==> src/rtl/ascii_stream_validator.sv <==
// Streaming payload validator: checks each byte against a character class,
// forwards it through a small output FIFO and reports length/error/overflow status.
module ascii_stream_validator #(
   parameter int unsigned MAX_PAYLOAD = 2048,
   parameter int unsigned FIFO_DEPTH  = 16,
   parameter bit          ALLOW_SEP   = 1'b0,
   parameter int unsigned LEN_W       = $clog2(MAX_PAYLOAD + 1)
) (
   input  logic             clk,
   input  logic             rst_n,
   input  logic [7:0]       payload_data,
   input  logic             payload_valid,
   input  logic             payload_last,
   output logic             payload_ready,
   output logic [7:0]       out_data,
   output logic             out_valid,
   output logic             out_last,
   input  logic             out_ready,
   output logic             done,
   input  logic             done_ack,
   output logic             invalid,
   output logic [LEN_W-1:0] err_pos,
   output logic             overflow,
   output logic [LEN_W-1:0] length
);

   localparam int unsigned PTR_W = (FIFO_DEPTH > 1) ? $clog2(FIFO_DEPTH) : 1;
   localparam int unsigned CNT_W = PTR_W + 1;

   localparam logic [2:0] S_IDLE  = 3'd0;
   localparam logic [2:0] S_RECV  = 3'd1;
   localparam logic [2:0] S_DROP  = 3'd2;
   localparam logic [2:0] S_FLUSH = 3'd3;
   localparam logic [2:0] S_DONE  = 3'd4;

   logic [2:0]       state, state_nxt;
   logic [8:0]       mem [FIFO_DEPTH];
   logic [PTR_W-1:0] rd_ptr, rd_ptr_nxt, wr_ptr;
   logic [CNT_W-1:0] cnt, cnt_kept, cnt_nxt;
   logic             accept, push, pop, tag, at_limit, rearm, legal;
   logic [8:0]       head_nxt;

   // Character class of the incoming byte
   always_comb begin
      legal = ((payload_data >= 8'h30) && (payload_data <= 8'h39)) ||
              (payload_data == 8'h20) || (payload_data == 8'h2D);
      if (ALLOW_SEP) begin
         legal = legal || (payload_data == 8'h2C) ||
                 (payload_data == 8'h0D) || (payload_data == 8'h0A);
      end
   end

   always_ff @(posedge clk or negedge rst_n) begin
      if (!rst_n) state <= S_IDLE;
      else        state <= state_nxt;
   end

   // Next state, FIFO push decision and last-byte tagging
   always_comb begin
      state_nxt = state;
      accept    = payload_valid && payload_ready;
      push      = 1'b0;
      tag       = payload_last;
      rearm     = 1'b0;
      at_limit  = (length == LEN_W'(MAX_PAYLOAD - 1));
      case (state)
         S_IDLE, S_RECV: begin
            if (accept) begin
               push = 1'b1;
               if (payload_last) begin
                  state_nxt = S_FLUSH;
               end else if (at_limit) begin
                  tag       = 1'b1;
                  state_nxt = S_DROP;
               end else begin
                  state_nxt = S_RECV;
               end
            end
         end
         S_DROP:  if (accept && payload_last) state_nxt = S_FLUSH;
         S_FLUSH: if (cnt == '0) state_nxt = S_DONE;
         S_DONE: begin
            if (done_ack) begin
               state_nxt = S_IDLE;
               rearm     = 1'b1;
            end
         end
         default: state_nxt = S_IDLE;
      endcase
   end

   // FIFO bookkeeping; the head entry is pre-selected for the output register
   always_comb begin
      pop        = out_valid && out_ready;
      rd_ptr_nxt = pop ? rd_ptr + PTR_W'(1) : rd_ptr;
      cnt_kept   = pop ? cnt - CNT_W'(1) : cnt;
      cnt_nxt    = push ? cnt_kept + CNT_W'(1) : cnt_kept;
      head_nxt   = (push && (cnt_kept == '0)) ? {payload_data, tag} : mem[rd_ptr_nxt];
   end

   always_ff @(posedge clk) begin
      if (push) mem[wr_ptr] <= {payload_data, tag};
   end

   always_ff @(posedge clk or negedge rst_n) begin
      if (!rst_n) begin
         rd_ptr        <= '0;
         wr_ptr        <= '0;
         cnt           <= '0;
         out_valid     <= 1'b0;
         out_data      <= '0;
         out_last      <= 1'b0;
         payload_ready <= 1'b0;
         done          <= 1'b0;
      end else begin
         rd_ptr        <= rd_ptr_nxt;
         cnt           <= cnt_nxt;
         out_valid     <= (cnt_nxt != '0);
         {out_data, out_last} <= head_nxt;
         if (push) wr_ptr <= wr_ptr + PTR_W'(1);
         payload_ready <= (state_nxt == S_DROP) ||
                          (((state_nxt == S_IDLE) || (state_nxt == S_RECV)) &&
                           (cnt_nxt != CNT_W'(FIFO_DEPTH)));
         done          <= (state_nxt == S_DONE);
      end
   end

   // Packet status; frozen once the packet stops forwarding
   always_ff @(posedge clk or negedge rst_n) begin
      if (!rst_n) begin
         length   <= '0;
         invalid  <= 1'b0;
         err_pos  <= '0;
         overflow <= 1'b0;
      end else if (rearm) begin
         length   <= '0;
         invalid  <= 1'b0;
         err_pos  <= '0;
         overflow <= 1'b0;
      end else if (push) begin
         length <= length + LEN_W'(1);
         if (!legal && !invalid) begin
            invalid <= 1'b1;
            err_pos <= length;
         end
         if (at_limit && !payload_last) overflow <= 1'b1;
      end
   end

endmodule

==> config.mk <==
export PLATFORM = sky130hd
export DESIGN_NAME = ascii_stream_validator
export DESIGN_NICKNAME = d
export VERILOG_FILES = /design/src/rtl/ascii_stream_validator.sv
export SDC_FILE = /design/constraint.sdc
export NUM_CORES = 1
export LEC_CHECK = 0
export CAP_MARGIN = 20
export CORE_UTILIZATION = 52
export CTS_BUF_LIST = sky130_fd_sc_hd__clkbuf_4 sky130_fd_sc_hd__clkbuf_8
export DETAILED_ROUTE_END_ITERATION = 12
export PLACE_DENSITY = 0.71
export SLEW_MARGIN = 40
export SYNTH_ARGS = -nofsm -noshare
export SYNTH_HDL_FRONTEND = slang
export SYNTH_SLANG_ARGS = --single-unit
==> constraint.sdc <==
create_clock -name clk -period 6.5 [get_ports clk]
set_clock_uncertainty 0.2 [all_clocks]
set_input_delay 1.3 -clock clk [delete_from_list [all_inputs] [get_ports clk]]
set_output_delay 1.3 -clock clk [all_outputs]
set_load 0.01 [all_outputs]
==> impl_metrics.env <==
export IMPL_critPathLaunchType="primary input"
export IMPL_grt_pass1_vias=5379
export IMPL_diodes=0
export IMPL_clockBufferDepth=2
export IMPL_outcome="completed"
export IMPL_ys_flop_type="edfxtp_1"
export IMPL_place_ws_ns=2.20
export IMPL_hp_start="overflow"
export IMPL_die_area_um2=16800
export IMPL_hold_end="overflow"
export IMPL_hold_class="reg -> reg"
export IMPL_pwr_share_seq_pct=40.1
export IMPL_r2r_slack_ns=3.66
export IMPL_holdWs_ns=0.341
export IMPL_numClockSinks=198
export IMPL_dp_cells=928
export IMPL_htreeDepth=4
export IMPL_fin_setup_tns_ns=0
export IMPL_coreArea_um2=15900
export IMPL_fin_crit_sh_pct=59.0
export IMPL_grt_util_all_layers_pct=24.1
export IMPL_start_util_pct=53.2
export IMPL_clkTransAtPathRegs_ns=0.09
export IMPL_report_final_slew_viol_count=0
export IMPL_grt_max_degree=70
export IMPL_drc=0
export IMPL_finalHoldViolCount=0
export IMPL_dr_pass1_iters=5
export IMPL_rows=46
export IMPL_cts_setup_buffers=0
export IMPL_ys_seq_area_share_pct=67.1
export IMPL_synth_edff_count=144
export IMPL_grt_overflow_total=0
export IMPL_regToRegStartpoint="out_valid"
export IMPL_cts_resized=0
export IMPL_cap_violations=0
export IMPL_cp_end_kind="register"
export IMPL_worst_ep_required_time_ns=6.69
export IMPL_rr_endpoint="out_data[6]"
export IMPL_cts_tree="done"
export IMPL_dpl_cell_area_um2=9180
export IMPL_die_y_um=130
export IMPL_final_util_pct=60.5
export IMPL_final_area_um2=9600
export IMPL_async_flop_share_pct=27.3
export IMPL_irDropWorstVdd_mv=0.410
export IMPL_antenna_found_initial=0
export IMPL_gp_congestion=0.834
export IMPL_drt_iter0_markers=461
export IMPL_intPower_mw=2.58
export IMPL_cellLeakagePower_nw=3.57
export IMPL_fin_total_pwr_mw=4.24
export IMPL_synth_area_per_cell_um2=12.4
export IMPL_vias_per_cell=5.71
export IMPL_vias=5483
export IMPL_postCtsHoldBufs=0
export IMPL_crit_type="in -> reg"
export IMPL_cp_max_fo=20
export IMPL_max_freq_mhz=261
export IMPL_clock_latency_ns=0.47
export IMPL_grt_setup_unrepaired="false"
export IMPL_grt_pass1_wl_um=29300
export IMPL_slew_headroom_pct=44.2
export IMPL_switching_share_pct=39.2
export IMPL_cts_buffers=17
export IMPL_nets=755
export IMPL_setup_viol=0
export IMPL_netlist_instances=682
export IMPL_final_cells=960
export IMPL_r2r_cells=7
export IMPL_postRouteAntennaNets=0
export IMPL_worst_pin_slew_ns=0.837
export IMPL_routed_wl_um=18800
export IMPL_synth_cell_area_um2=8460
export IMPL_hold_path_depth=2
export IMPL_root_buffer="clkbuf_8"
export IMPL_clkPwrFrac_pct=19.4
export IMPL_cp_arrival_ns=4.03
export IMPL_die_w_um=130
export IMPL_pwr_density_cell_nw_per_um2=441
export IMPL_pin_count=52
export IMPL_ys_types=55
export IMPL_fin_ws_ns=2.66
export IMPL_post_drt_wl_per_cell_um=19.6
export IMPL_port_buffer_count=51
export IMPL_yosys_warnings=0
export IMPL_syn2layout_area_growth_pct=13.6
export IMPL_fin_crit_ns=3.84
export IMPL_synth_seq_cells=198
export IMPL_post_dp_hpwl_um=11700
export IMPL_synthesis_nets=706
export IMPL_net_switching_power_mw=1.66
export IMPL_drive_above_1_share_pct=9.41
export IMPL_p_comb_share_pct=40.5
==> cells in the mapped netlist (3+ instances only) <==
cell type | number | area share, %
buf_6 | 4 | 0.53
a311oi_1 | 3 | 0.31
mux2_2 | 3 | 0.40
o21ai_0 | 4 | 0.24
nand4_1 | 11 | 0.81
nand3_1 | 31 | 1.8
or3_1 | 4 | 0.30
inv_1 | 28 | 1.2
nand2_1 | 134 | 5.9
buf_2 | 11 | 0.65
nor2_1 | 38 | 1.7
and3_1 | 8 | 0.59
nand2b_1 | 5 | 0.37
edfxtp_1 | 144 | 51
clkbuf_1 | 9 | 0.40
a22oi_1 | 8 | 0.71
a21oi_1 | 40 | 2.4
xnor2_1 | 18 | 1.9
dfrtp_1 | 54 | 16
mux2i_1 | 23 | 2.7
buf_4 | 8 | 0.71
a32oi_1 | 9 | 0.93
nor4_1 | 6 | 0.44
nor3_1 | 9 | 0.53
ha_1 | 10 | 1.5
a31oi_1 | 25 | 1.8
==> power groups by stage <==
stage | Clock [mW] | Combinational (mW) | Sequential (mW)
floorplan | 0 | 1.19 | 1.68
global placement | 0 | 1.65 | 1.71
detailed placement | 0 | 1.70 | 1.72
CTS | 0.832 | 1.71 | 1.70
global route | 0.879 | 1.87 | 1.72
finish | 0.822 | 1.72 | 1.70
==> per-layer routing <==
metal  routed length, um  vias to the layer above  share of wire, %  track usage [%]
li1                    -                     2553                 -                -
met1                8290                     2701                44             31.8
met2                9020                      203                48             40.1
met3                1240                       26               6.6             5.28
met4                 295                        0               1.6             7.46
met5                   0                        -                 0                0
==> final cells by class <==
class	instances	area [um2]
Sequential cell	198	5680
Timing Repair Buffer	63	596
Multi-Input combinational cell	421	2530
Clock inverter	12	148
Inverter	30	115
Tap cell	216	270
Fill cell	1238	6280
Clock buffer	20	269
==> sequential cells by signal, indices dropped and copies added (netlist names) <==
name	flops
done	1
payload_ready	1
overflow	1
length	12
wr_ptr	4
out_data	8
cnt	5
out_valid	1
invalid	1
mem	144
state	3
out_last	1
rd_ptr	4
err_pos	12
==> worst max path at each step <==
stage | start | to | depth (start not counted) | slack, ns
6_report | payload_data[2] | err_pos[6] | 7 | 2.66
5_1_grt | payload_data[2] | err_pos[5] | 7 | 2.40
3_3_place_gp | payload_valid | mem[4][5] | 5 | 2.13
3_5_place_dp | payload_data[3] | err_pos[6] | 7 | 2.20
2_1_floorplan | payload_valid | mem[0][0] | 4 | 3.20
4_1_cts | payload_data[3] | err_pos[10] | 7 | 2.69
==> cells by family after synthesis <==
group / count (synthesis) / synth area share, %
AO/OA/AOI/OAI: 102 / 7.78
XOR/XNOR: 24 / 2.97
adder cells (fa/ha/maj): 10 / 1.48
buffers and inverters: 63 / 3.67
flip-flops: 198 / 67.1
multiplexers: 26 / 3.12
AND/OR/NAND/NOR: 259 / 13.9
==> critical path: stages <==
cell	delay [ns]
clkdlybuf4s50_1	0.80
or3_1	0.52
a21oi_1	0.14
nor2_1	0.06
o21ai_0	0.28
nand2b_1	0.66
mux2i_1	0.27
==> cells in the final DEF (no fill, tap or decap), types with 23 or more instances in the layout <==
| cell type | count |
|---|---|
| nand3_1 | 31 |
| a21oi_1 | 39 |
| a31oi_1 | 25 |
| nand2_1 | 134 |
| nor2_1 | 34 |
| edfxtp_1 | 144 |
| clkdlybuf4s50_1 | 50 |
| inv_1 | 28 |
| dfrtp_1 | 54 |
| mux2i_1 | 23 |
Note: power is estimated with default switching activity, not from simulation.
